[config.mk]
export PLATFORM = sky130hd
export DESIGN_NAME = vga_pattern_gen_flat
export DESIGN_NICKNAME = d
export VERILOG_FILES = /design/src/rtl/vga_pattern_gen_pkg.sv /design/src/rtl/vga_pattern_gen_if.sv /design/src/rtl/vga_pattern_gen_btn_debounce.sv /design/src/rtl/vga_pattern_gen.sv /design/src/flat_wrapper.sv
export SDC_FILE = /design/constraint.sdc
export NUM_CORES = 1
export LEC_CHECK = 0
export ABC_AREA = 1
export ABC_CLOCK_PERIOD_IN_PS = 1800
export CAP_MARGIN = 5
export CORE_ASPECT_RATIO = 0.6
export CORE_MARGIN = 2
export CORE_UTILIZATION = 40
export DETAILED_ROUTE_END_ITERATION = 8
export PLACE_DENSITY = 0.59
export SKIP_CTS_REPAIR_TIMING = 1
export SLEW_MARGIN = 30
export SYNTH_ARGS = -nofsm -noshare
export SYNTH_HDL_FRONTEND = slang
export SYNTH_SLANG_ARGS = --single-unit
[constraint.sdc]
create_clock -name clk -period 1.8 [get_ports clk]
set_clock_uncertainty 0.1 [all_clocks]
set_input_delay 0.36 -clock clk [delete_from_list [all_inputs] [get_ports clk]]
set_output_delay 0.36 -clock clk [all_outputs]
set_load 0.02 [all_outputs]
[src/rtl/vga_pattern_gen_pkg.sv]
// Shared types and constants for the VGA test-pattern generator.
package vga_pattern_pkg;

  typedef enum logic [1:0] {
    PAT_BARS  = 2'd0,
    PAT_GRID  = 2'd1,
    PAT_GRAD  = 2'd2,
    PAT_CHECK = 2'd3
  } pattern_e;

  typedef enum logic {
    ST_SHOW,
    ST_PENDING
  } state_e;

  localparam int unsigned H_VISIBLE = 640;
  localparam int unsigned V_VISIBLE = 480;
  localparam int unsigned BAR_WIDTH = 80;

  // Bar colours as {r,g,b} on/off flags, index 0 is the leftmost bar:
  // white, yellow, cyan, green, magenta, red, blue, black.
  localparam logic [7:0][2:0] BAR_RGB = {
    3'b000, 3'b001, 3'b100, 3'b101, 3'b010, 3'b011, 3'b110, 3'b111
  };

  // Bar number for a visible x, as a chain of x >= k*BAR_WIDTH comparators.
  function automatic logic [2:0] bar_index(input logic [9:0] x);
    logic [2:0] idx;
    idx = '0;
    for (int unsigned i = 1; i < 8; i++) begin
      if (32'(x) >= i * BAR_WIDTH) idx = 3'(i);
    end
    return idx;
  endfunction

endpackage

[src/rtl/vga_pattern_gen_if.sv]
// Timing bus from the 640x480 sync generator into the pattern generator.
// Syncs and video_on are combinational from the counters; x/y are registered
// and therefore lag video_on by one cycle.
interface vga_pattern_gen_if;
  logic       hsync_in;
  logic       vsync_in;
  logic       video_on_in;
  logic [9:0] x_in;
  logic [9:0] y_in;

  modport master (output hsync_in, vsync_in, video_on_in, x_in, y_in);
  modport slave  (input  hsync_in, vsync_in, video_on_in, x_in, y_in);
endinterface

[src/rtl/vga_pattern_gen_btn_debounce.sv]
// Button conditioning: 2-FF synchronizer, stability counter, rising-edge pulse.
// The debounced level follows the synced level only after it has differed for
// DEBOUNCE_CYCLES consecutive cycles; any return to the old level restarts it.
module btn_debounce #(
  parameter int unsigned DEBOUNCE_CYCLES = 250000
) (
  input  logic clk,
  input  logic rst_n,
  input  logic btn_i,
  output logic pulse_o
);

  localparam int unsigned CNT_W = (DEBOUNCE_CYCLES > 1) ? $clog2(DEBOUNCE_CYCLES) : 1;
  localparam logic [CNT_W-1:0] CNT_LAST = CNT_W'(DEBOUNCE_CYCLES - 1);

  logic [1:0]       sync_q;
  logic             level_q;
  logic [CNT_W-1:0] cnt_q;
  logic             pulse_q;

  // Synchronize, count stable cycles, update level and emit a press pulse.
  always_ff @(posedge clk or negedge rst_n) begin
    if (!rst_n) begin
      sync_q  <= '0;
      level_q <= 1'b0;
      cnt_q   <= '0;
      pulse_q <= 1'b0;
    end else begin
      sync_q  <= {sync_q[0], btn_i};
      pulse_q <= 1'b0;
      if (sync_q[1] == level_q) begin
        cnt_q <= '0;
      end else if (cnt_q == CNT_LAST) begin
        cnt_q   <= '0;
        level_q <= sync_q[1];
        pulse_q <= sync_q[1];
      end else begin
        cnt_q <= cnt_q + 1'b1;
      end
    end
  end

  assign pulse_o = pulse_q;

endmodule

[src/rtl/vga_pattern_gen.sv]
// VGA test-pattern generator: colour bars, grid, grey gradient, checkerboard.
// Syncs/de are delayed two cycles; pattern changes land on a frame boundary.
// Optional build macro: VGA_PATTERN_CROSSHAIR_EN adds a red centre crosshair.
module vga_pattern_gen
  import vga_pattern_pkg::*;
#(
  parameter int unsigned COLOR_W            = 4,
  parameter int unsigned FRAMES_PER_PATTERN = 120,
  parameter int unsigned DEBOUNCE_CYCLES    = 250000,
  parameter int unsigned INIT_PATTERN       = 0
) (
  input  logic               clk,
  input  logic               rst_n,
  vga_pattern_gen_if.slave   vin,
  input  logic               btn_next,
  input  logic               auto_cycle,
  output logic [COLOR_W-1:0] r_out,
  output logic [COLOR_W-1:0] g_out,
  output logic [COLOR_W-1:0] b_out,
  output logic               hsync_out,
  output logic               vsync_out,
  output logic               de_out,
  output logic [1:0]         pattern_idx
);

  localparam int unsigned FC_W = (FRAMES_PER_PATTERN > 1) ? $clog2(FRAMES_PER_PATTERN) : 1;
  localparam logic [FC_W-1:0] FC_LAST = FC_W'(FRAMES_PER_PATTERN - 1);
  localparam pattern_e PAT_RESET = pattern_e'(2'(INIT_PATTERN));

  logic hs_a_q, vs_a_q, de_a_q;
  logic hs_b_q, vs_b_q, de_b_q;
  logic [COLOR_W-1:0] r_q, g_q, b_q;
  logic [COLOR_W-1:0] r_d, g_d, b_d;

  state_e          state_q;
  pattern_e        pat_q;
  logic [FC_W-1:0] fcnt_q;
  logic            auto_req_q;
  logic            next_req;
  logic            frame_tick;

  btn_debounce #(
    .DEBOUNCE_CYCLES(DEBOUNCE_CYCLES)
  ) u_btn (
    .clk    (clk),
    .rst_n  (rst_n),
    .btn_i  (btn_next),
    .pulse_o(next_req)
  );

  // Stage B's vsync is stage A's previous value, so a falling edge of the
  // stage-A vsync is seen without an extra register.
  assign frame_tick = vs_b_q & ~vs_a_q;

  // Colour for the current x/y under the displayed pattern, blanked outside video.
  always_comb begin
    logic [2:0] bar_on;
    logic       white;
    bar_on = BAR_RGB[bar_index(vin.x_in)];
    white  = 1'b0;
    r_d    = '0;
    g_d    = '0;
    b_d    = '0;
    case (pat_q)
      PAT_BARS: begin
        r_d = {COLOR_W{bar_on[2]}};
        g_d = {COLOR_W{bar_on[1]}};
        b_d = {COLOR_W{bar_on[0]}};
      end
      PAT_GRID: begin
        white = (vin.x_in[4:0] == 5'd0) || (vin.y_in[4:0] == 5'd0) ||
                (vin.x_in == 10'(H_VISIBLE - 1)) || (vin.y_in == 10'(V_VISIBLE - 1));
        r_d = {COLOR_W{white}};
        g_d = {COLOR_W{white}};
        b_d = {COLOR_W{white}};
      end
      PAT_GRAD: begin
        r_d = vin.x_in[9 -: COLOR_W];
        g_d = vin.x_in[9 -: COLOR_W];
        b_d = vin.x_in[9 -: COLOR_W];
      end
      PAT_CHECK: begin
        white = vin.x_in[5] ^ vin.y_in[5];
        r_d = {COLOR_W{white}};
        g_d = {COLOR_W{white}};
        b_d = {COLOR_W{white}};
      end
      default: ;
    endcase
`ifdef VGA_PATTERN_CROSSHAIR_EN
    if ((vin.x_in == 10'(H_VISIBLE / 2)) || (vin.y_in == 10'(V_VISIBLE / 2))) begin
      r_d = '1;
      g_d = '0;
      b_d = '0;
    end
`endif
    if (!de_a_q) begin
      r_d = '0;
      g_d = '0;
      b_d = '0;
    end
  end

  // Two-stage pipeline: stage A aligns syncs with x/y, stage B holds colour.
  always_ff @(posedge clk or negedge rst_n) begin
    if (!rst_n) begin
      hs_a_q <= 1'b1;
      vs_a_q <= 1'b1;
      de_a_q <= 1'b0;
      hs_b_q <= 1'b1;
      vs_b_q <= 1'b1;
      de_b_q <= 1'b0;
      r_q    <= '0;
      g_q    <= '0;
      b_q    <= '0;
    end else begin
      hs_a_q <= vin.hsync_in;
      vs_a_q <= vin.vsync_in;
      de_a_q <= vin.video_on_in;
      hs_b_q <= hs_a_q;
      vs_b_q <= vs_a_q;
      de_b_q <= de_a_q;
      r_q    <= r_d;
      g_q    <= g_d;
      b_q    <= b_d;
    end
  end

  // Pattern FSM with frame counter; an advance at a frame tick also restarts
  // the auto interval, overriding that tick's counter step.
  always_ff @(posedge clk or negedge rst_n) begin
    if (!rst_n) begin
      state_q    <= ST_SHOW;
      pat_q      <= PAT_RESET;
      fcnt_q     <= '0;
      auto_req_q <= 1'b0;
    end else begin
      auto_req_q <= 1'b0;
      if (!auto_cycle) begin
        fcnt_q <= '0;
      end else if (frame_tick) begin
        if (fcnt_q == FC_LAST) begin
          fcnt_q     <= '0;
          auto_req_q <= 1'b1;
        end else begin
          fcnt_q <= fcnt_q + 1'b1;
        end
      end
      case (state_q)
        ST_SHOW: begin
          if (next_req || auto_req_q) state_q <= ST_PENDING;
        end
        ST_PENDING: begin
          if (frame_tick) begin
            pat_q   <= pattern_e'(2'(pat_q + 2'd1));
            fcnt_q  <= '0;
            state_q <= ST_SHOW;
          end
        end
        default: state_q <= ST_SHOW;
      endcase
    end
  end

  assign r_out       = r_q;
  assign g_out       = g_q;
  assign b_out       = b_q;
  assign hsync_out   = hs_b_q;
  assign vsync_out   = vs_b_q;
  assign de_out      = de_b_q;
  assign pattern_idx = pat_q;

endmodule

[src/flat_wrapper.sv]
// flat-port wrapper written by rule: the top's interface ports become plain ports
module vga_pattern_gen_flat import vga_pattern_pkg::*;
#(
  parameter int unsigned COLOR_W            = 4,
  parameter int unsigned FRAMES_PER_PATTERN = 120,
  parameter int unsigned DEBOUNCE_CYCLES    = 250000,
  parameter int unsigned INIT_PATTERN       = 0
)
  (clk, rst_n, btn_next, auto_cycle, r_out, g_out, b_out, hsync_out, vsync_out, de_out, pattern_idx, vin_hsync_in, vin_vsync_in, vin_video_on_in, vin_x_in, vin_y_in);
  vga_pattern_gen_if vin_i ();
  input  logic clk;
  input  logic rst_n;
  input  logic btn_next;
  input  logic auto_cycle;
  output logic [COLOR_W-1:0] r_out;
  output logic [COLOR_W-1:0] g_out;
  output logic [COLOR_W-1:0] b_out;
  output logic hsync_out;
  output logic vsync_out;
  output logic de_out;
  output logic [1:0] pattern_idx;
  input wire logic [$bits(vin_i.hsync_in)-1:0] vin_hsync_in;
  input wire logic [$bits(vin_i.vsync_in)-1:0] vin_vsync_in;
  input wire logic [$bits(vin_i.video_on_in)-1:0] vin_video_on_in;
  input wire logic [$bits(vin_i.x_in)-1:0] vin_x_in;
  input wire logic [$bits(vin_i.y_in)-1:0] vin_y_in;
  assign vin_i.hsync_in = vin_hsync_in;
  assign vin_i.vsync_in = vin_vsync_in;
  assign vin_i.video_on_in = vin_video_on_in;
  assign vin_i.x_in = vin_x_in;
  assign vin_i.y_in = vin_y_in;
  vga_pattern_gen #(.COLOR_W(COLOR_W), .FRAMES_PER_PATTERN(FRAMES_PER_PATTERN), .DEBOUNCE_CYCLES(DEBOUNCE_CYCLES), .INIT_PATTERN(INIT_PATTERN)) u_core (.clk(clk), .rst_n(rst_n), .vin(vin_i), .btn_next(btn_next), .auto_cycle(auto_cycle), .r_out(r_out), .g_out(g_out), .b_out(b_out), .hsync_out(hsync_out), .vsync_out(vsync_out), .de_out(de_out), .pattern_idx(pattern_idx));
endmodule
Word level (Yosys, flattened, before mapping)
Memory sizes are Yosys's and may differ from the RTL's.
Index checks and enable logic that the tools add are counted.
{"block": "op_classes", "magnitude_cmp": 8, "n_bitwise": 5, "n_mux": 29, "eq_ne": 8, "n_addsub": 3, "reduce_logical": 9}
{"operator": "$pmux W4 S4", "n": 3}
{"operator": "$mux W18", "n": 2}
{"operator": "$mux W7", "n": 5}
{"operator": "$ge A10 B9 Y1 const B", "n": 3}
{"operator": "$mux W3", "n": 7}
{"operator": "$ge A10 B8 Y1 const B", "n": 2}
{"operator": "$add A18 B1 Y18 const B", "n": 1}
{"operator": "$eq A18 B18 Y1 const B", "n": 1}
{"operator": "$mux W4", "n": 3}
{"operator": "$eq A10 B10 Y1 const B", "n": 1}
{"operator": "$eq A10 B9 Y1 const B", "n": 1}
{"operator": "$ge A10 B10 Y1 const B", "n": 1}
{"operator": "$ge A10 B7 Y1 const B", "n": 1}
{"operator": "$logic_not A5 Y1", "n": 2}
{"operator": "$mux W1", "n": 8}
{"operator": "$add A7 B1 Y7 const B", "n": 1}
{"operator": "$eq A7 B7 Y1 const B", "n": 1}
{"operator": "$eq A2 B2 Y1 const B", "n": 2}
{"operator": "$logic_or A1 B1 Y1", "n": 4}
{"operator": "$lt A3 B4 Y1 const B", "n": 1}
{"operator": "$reduce_and A2 Y1", "n": 2}
{"operator": "$not A1 Y1", "n": 3}
{"operator": "$add A2 B1 Y2 const B", "n": 1}
{"operator": "$eq A2 B1 Y1 const B", "n": 1}
{"operator": "5 further kinds", "n": 5}
{"block": "totals", "out_inout_bits": 17, "n_memories": 1, "wordCells": 80, "ff_bits": 51, "mem_bits_ro": 24, "input_bits": 27}
{"name": "(name not given)", "depth": 8, "word_bits": 3, "rd": 1, "rd_clocked_by_memory_dff": 0, "wr": 0, "line_no": "vga_pattern_gen.sv:59", "rtl": "bar_on = BAR_RGB[bar_index(vin.x_in)];"}

Logic depth before layout (Yosys ltp)
{"block": "depth", "word_depth": 12, "ltp_mapped": 11, "mapped_depth_nobuf": 11}

Modules after synthesis
From an unflattened synthesis, not the netlist that was laid out.
{"block": "unflattened", "cells_unflattened": 313, "hier_area_um2": 2583.7}
{"mod": "vga_pattern_gen", "instances": 1, "seq_area_each_um2": 730.7, "cells_per_inst": 175, "area_each_um2": 1451.4}
{"mod": "btn_debounce", "instances": 1, "seq_area_each_um2": 550.5, "cells_per_inst": 138, "area_each_um2": 1132.3}

Worst setup path before layout
Ideal clock, no wire load.
{"block": "synth_timing", "kind": "flip-flop to flip-flop", "start": "reg u_core.vs_b_q (netlist: u_core.vsync_out)", "end": "reg u_core.fcnt_q[5]", "t_arrival_ns": 1.420, "path_stages_with_launch": 9, "period_less_slack_ns": 1.643, "t_required_ns": 1.577, "n_path_buf": 1, "setup_time_ns": 0.123, "slack_ns": 0.157, "cell_sequence": "dfstp_2 -> inv_1 -> or2_1 -> buf_2 -> nor3_2 -> nand2_1 -> nor2_1 -> xnor2_1 -> nor2_1"}
{"block": "synth_via", "elab_chain_cells": 5}
{"element": "start: declaration", "line_no": "vga_pattern_gen.sv:31", "rtl": "logic hs_b_q, vs_b_q, de_b_q;"}
{"element": "start signal: assignment", "line_no": "vga_pattern_gen.sv:121", "rtl": "vs_b_q <= vs_a_q;"}
{"element": "$and A1 B1 Y1 *", "line_no": "vga_pattern_gen.sv:53", "rtl": "assign frame_tick = vs_b_q & ~vs_a_q;"}
{"element": "$mux W7", "line_no": "vga_pattern_gen.sv:141", "rtl": "end else if (frame_tick) begin"}
{"element": "$mux W7", "line_no": "vga_pattern_gen.sv:139", "rtl": "if (!auto_cycle) begin"}
{"element": "$mux W7", "line_no": "vga_pattern_gen.sv:154", "rtl": "if (frame_tick) begin"}
{"element": "$mux W7 *", "line_no": "vga_pattern_gen.sv:149", "rtl": "case (state_q)"}
{"element": "end signal: assignment", "line_no": "vga_pattern_gen.sv:146", "rtl": "fcnt_q <= fcnt_q + 1'b1;"}
{"element": "end: declaration", "line_no": "vga_pattern_gen.sv:37", "rtl": "logic [FC_W-1:0] fcnt_q;"}
Mark *: on every way between the ends. The rest lies on a longest branch, timed or not.
A chain may end at the register's enable or synchronous reset.

Final worst setup path
{"block": "layout_timing", "start": "reg u_core.g_q[0] (netlist: u_core.g_out[0])", "end": "out g_out[0]"}
{"element": "start: declaration", "line_no": "vga_pattern_gen.sv:32", "rtl": "logic [COLOR_W-1:0] r_q, g_q, b_q;"}
{"element": "start signal: assignment", "line_no": "vga_pattern_gen.sv:124", "rtl": "g_q <= g_d;"}
{"element": "end: declaration", "line_no": "flat_wrapper.sv:16", "rtl": "output logic [COLOR_W-1:0] g_out;"}
No word-level cell between the ends.

==> reports/summary.txt <==
Post-DRT Antenna Nets - 0
asr flop ratio synth - 100%
Max-cap violations - 0
Primary FF master, synth - dfrtp_1
Area Overhead vs Synth - 30.4%
fin nets - 410
Crit Path Class - reg -> out
Fillers - 579
Psw - 985 uW
dpl ws - -175 ps
routability cong. - 0.904
first-pass GRT wire length - 9980 um
Placeable Area - 6170 um2
Seq/Total Area, Yosys - 49.8%
Yosys top cell area share - 45.7%
max incr delay on CP - 610 ps
type of origin of the critical path - flop
fin worst setup slack - 72.6 ps
Worst-Margin Slew - 392 ps
CP Buf/Inv Count - 1
top-count cell post-synth - nand2_1
final hold vios - 0
Hold Path Class - reg -> reg
leading area contributor after synthesis - dfrtp_1
Synth area leaders - dfrtp_1 46%, nand2_1 8.6%, nor2_1 8.5%, inv_1 5.0%, dfstp_2 4.1%
via count - 2181
placed cell count - 453
CTS Buf Count - 5
Pwr Density - 937 nW/um2
clk_lat worst skew - 300 ps
RSZ-0062 raised after global routing - false
detailed router's first-iteration violation count - 161
number of synthesized flops with an enable pin - 0
Pint - 2.16 mW
initial antenna violation count - 0
grt ovf - 0
fin area - 3350 um2
Yosys cell types - 31
first-pass iteration count of the detailed router - 4
# DRC - 0
Die X - 108 um
PortBufs - 43
CTS tree - built
Crit Path Max Fanout - 1
critical path data arrival time - 1270 ps
pin count of the biggest net entering global routing - 52
WL per Instance - 12.3 um
# setup viols final - 0
Global Route Usage Sum - 18.0%
Yosys warning total - 0
TritonCTS Sinks - 51
family with the most delay on the worst path - buffers and inverters
Placed Area - 3220 um2
clock share of power - 25.2%
Sw Ratio - 31.4%
final WL - 5670 um
vias in the first global route - 2027
Fin Setup TNS - 0 ps
Final Max Tran Viols - 0
CTS H-Tree Depth - 2
synthesized area - 2570 um2
top cells by count, synth - 59 x nand2_1, 58 x nor2_1, 47 x dfrtp_1, 34 x inv_1, 20 x nand3_1
syn_area_per_cell - 8.22 um2
hpwl dp - 4410 um
outcome - completed
Std-Cell Rows - 22
Die Span Y - 66.1 um
overall die area - 7110 um2
share of layout cells above drive strength 1 - 11.1%
critical path's slowest cell - clkdlybuf4s50_1
Clock Root Buffer - clkbuf_8
crit-path cells - clkdlybuf4s50_1
Lkg Pwr - 1.57 nW
Cell Count, Final, Fillers Out - 462
syn_nets - 346
crit share post-route - 96.0%
Initial Util - 41.7%
number of synthesized register bits - 51
peak supply drop - 0.556 mV
Ports - 44
n_diodes - 0
Via-to-Cell Ratio - 4.72
clock tree buffer depth - 2
Flop pwr share - 44.0%
max_slew headroom - 73.7%
Comb pwr share - 30.8%
worst path required time - 1340 ps
FMAX - 579 MHz
post-layout min period - 1730 ps
crit end category - output pin
Synth Instances - 313
clk slew on worst S/H paths - 90 ps
-- registers in the layout, summed over array words and instances, names as in the netlist, 2 cells and up --
| signal | count |
|---|---|
| u_core.b_out | 4 |
| u_core.u_btn.cnt_q | 18 |
| u_core.u_btn.sync_q | 2 |
| u_core.fcnt_q | 7 |
| u_core.pattern_idx | 2 |
| u_core.g_out | 4 |
| u_core.r_out | 4 |
-- layer usage --
metal / part of all wire [%] / vias to the layer above / track usage (%)
met2: 36 / 54 / 22.5
met1: 58 / 985 / 30.4
met3: 6.1 / 5 / 4.04
li1: - / 1137 / -
met5: 0 / - / 0
met4: 0.64 / 0 / 3.37
-- worst paths after layout --
check	start	endpoint	slack (ps)	depth (start not counted)
max in group asynchronous	rst_n	u_core.vsync_out	840	3
worst max-delay path	u_core.g_out[0]	g_out[0]	70	1
worst min-delay path	u_core.u_btn.sync_q[0]	u_core.u_btn.sync_q[1]	260	0
min in group asynchronous	rst_n	u_core.u_btn.cnt_q[15]	450	3
worst max register to register	u_core.u_btn.cnt_q[1]	u_core.u_btn.cnt_q[10]	140	7
worst min register to register	u_core.u_btn.sync_q[0]	u_core.u_btn.sync_q[1]	260	0
-- cells by family (layout without fill, tap and decap cells) --
logic type / after synthesis / after routing / synth area share [%]
simple gates: 183 / 183 / 32.9
flops: 51 / 51 / 49.8
buf+inv: 39 / 104 / 5.74
compound gates: 23 / 23 / 4.91
xor+xnor: 11 / 11 / 3.75
fa+ha+maj: 6 / 6 / 2.92
-- final cells by class --
type	instances	area, um2	share of cell area (%)
clock buffer	5	68.8	2.05
clock inverter	3	43.8	1.31
inverter	38	143	4.25
multi-input combinational	223	1150	34.2
sequential	51	1280	38.2
tap	84	105	3.13
timing repair buffer	58	566	16.9
-- power by group through the flow --
| stage | combinational (mW) | clock (mW) | sequential, mW |
|---|---|---|---|
| after floorplan | 0.302 | 0 | 1.57 |
| after global placement | 0.968 | 0 | 1.40 |
| after detailed placement | 0.976 | 0 | 1.41 |
| after CTS | 0.980 | 0.818 | 1.38 |
| after global routing | 1.07 | 0.871 | 1.40 |
| final | 0.969 | 0.791 | 1.38 |
-- per-stage QoR --
stage / util (%) / hold WS [ps] / total power [mW]
5_1_grt: 54.4 / 265 / 3.34
6_report: 54.4 / 256 / 3.14
3_5_place_dp: 52.2 / 238 / 2.38
2_1_floorplan: - / -35.6 / 1.88
4_1_cts: 54.0 / -64.8 / 3.18
3_3_place_gp: 52.2 / 233 / 2.37
-- layout by cell type (no fill, tap or decap), types with 3 or more instances in the layout --
| cell type | synthesis | routed |
|---|---|---|
| nand2_1 | 59 | 59 |
| nor2_1 | 58 | 58 |
| dfrtp_1 | 47 | 47 |
| clkdlybuf4s50_1 | 0 | 37 |
| inv_1 | 34 | 34 |
| nand3_1 | 20 | 20 |
| nor3_1 | 17 | 17 |
| buf_4 | 0 | 13 |
| a21oi_1 | 12 | 12 |
| xor2_1 | 9 | 9 |
| o21ai_0 | 7 | 7 |
| nand4_1 | 6 | 6 |
| ha_1 | 6 | 6 |
| clkbuf_8 | 0 | 5 |
| dlymetal6s2s_1 | 0 | 5 |
| nor3b_1 | 4 | 4 |
| dfstp_2 | 4 | 4 |
| nand3b_1 | 3 | 3 |
| inv_2 | 3 | 3 |
| nand2_2 | 3 | 3 |
| nor4_1 | 3 | 3 |
No activity file was read; power rests on OpenSTA's default activity.
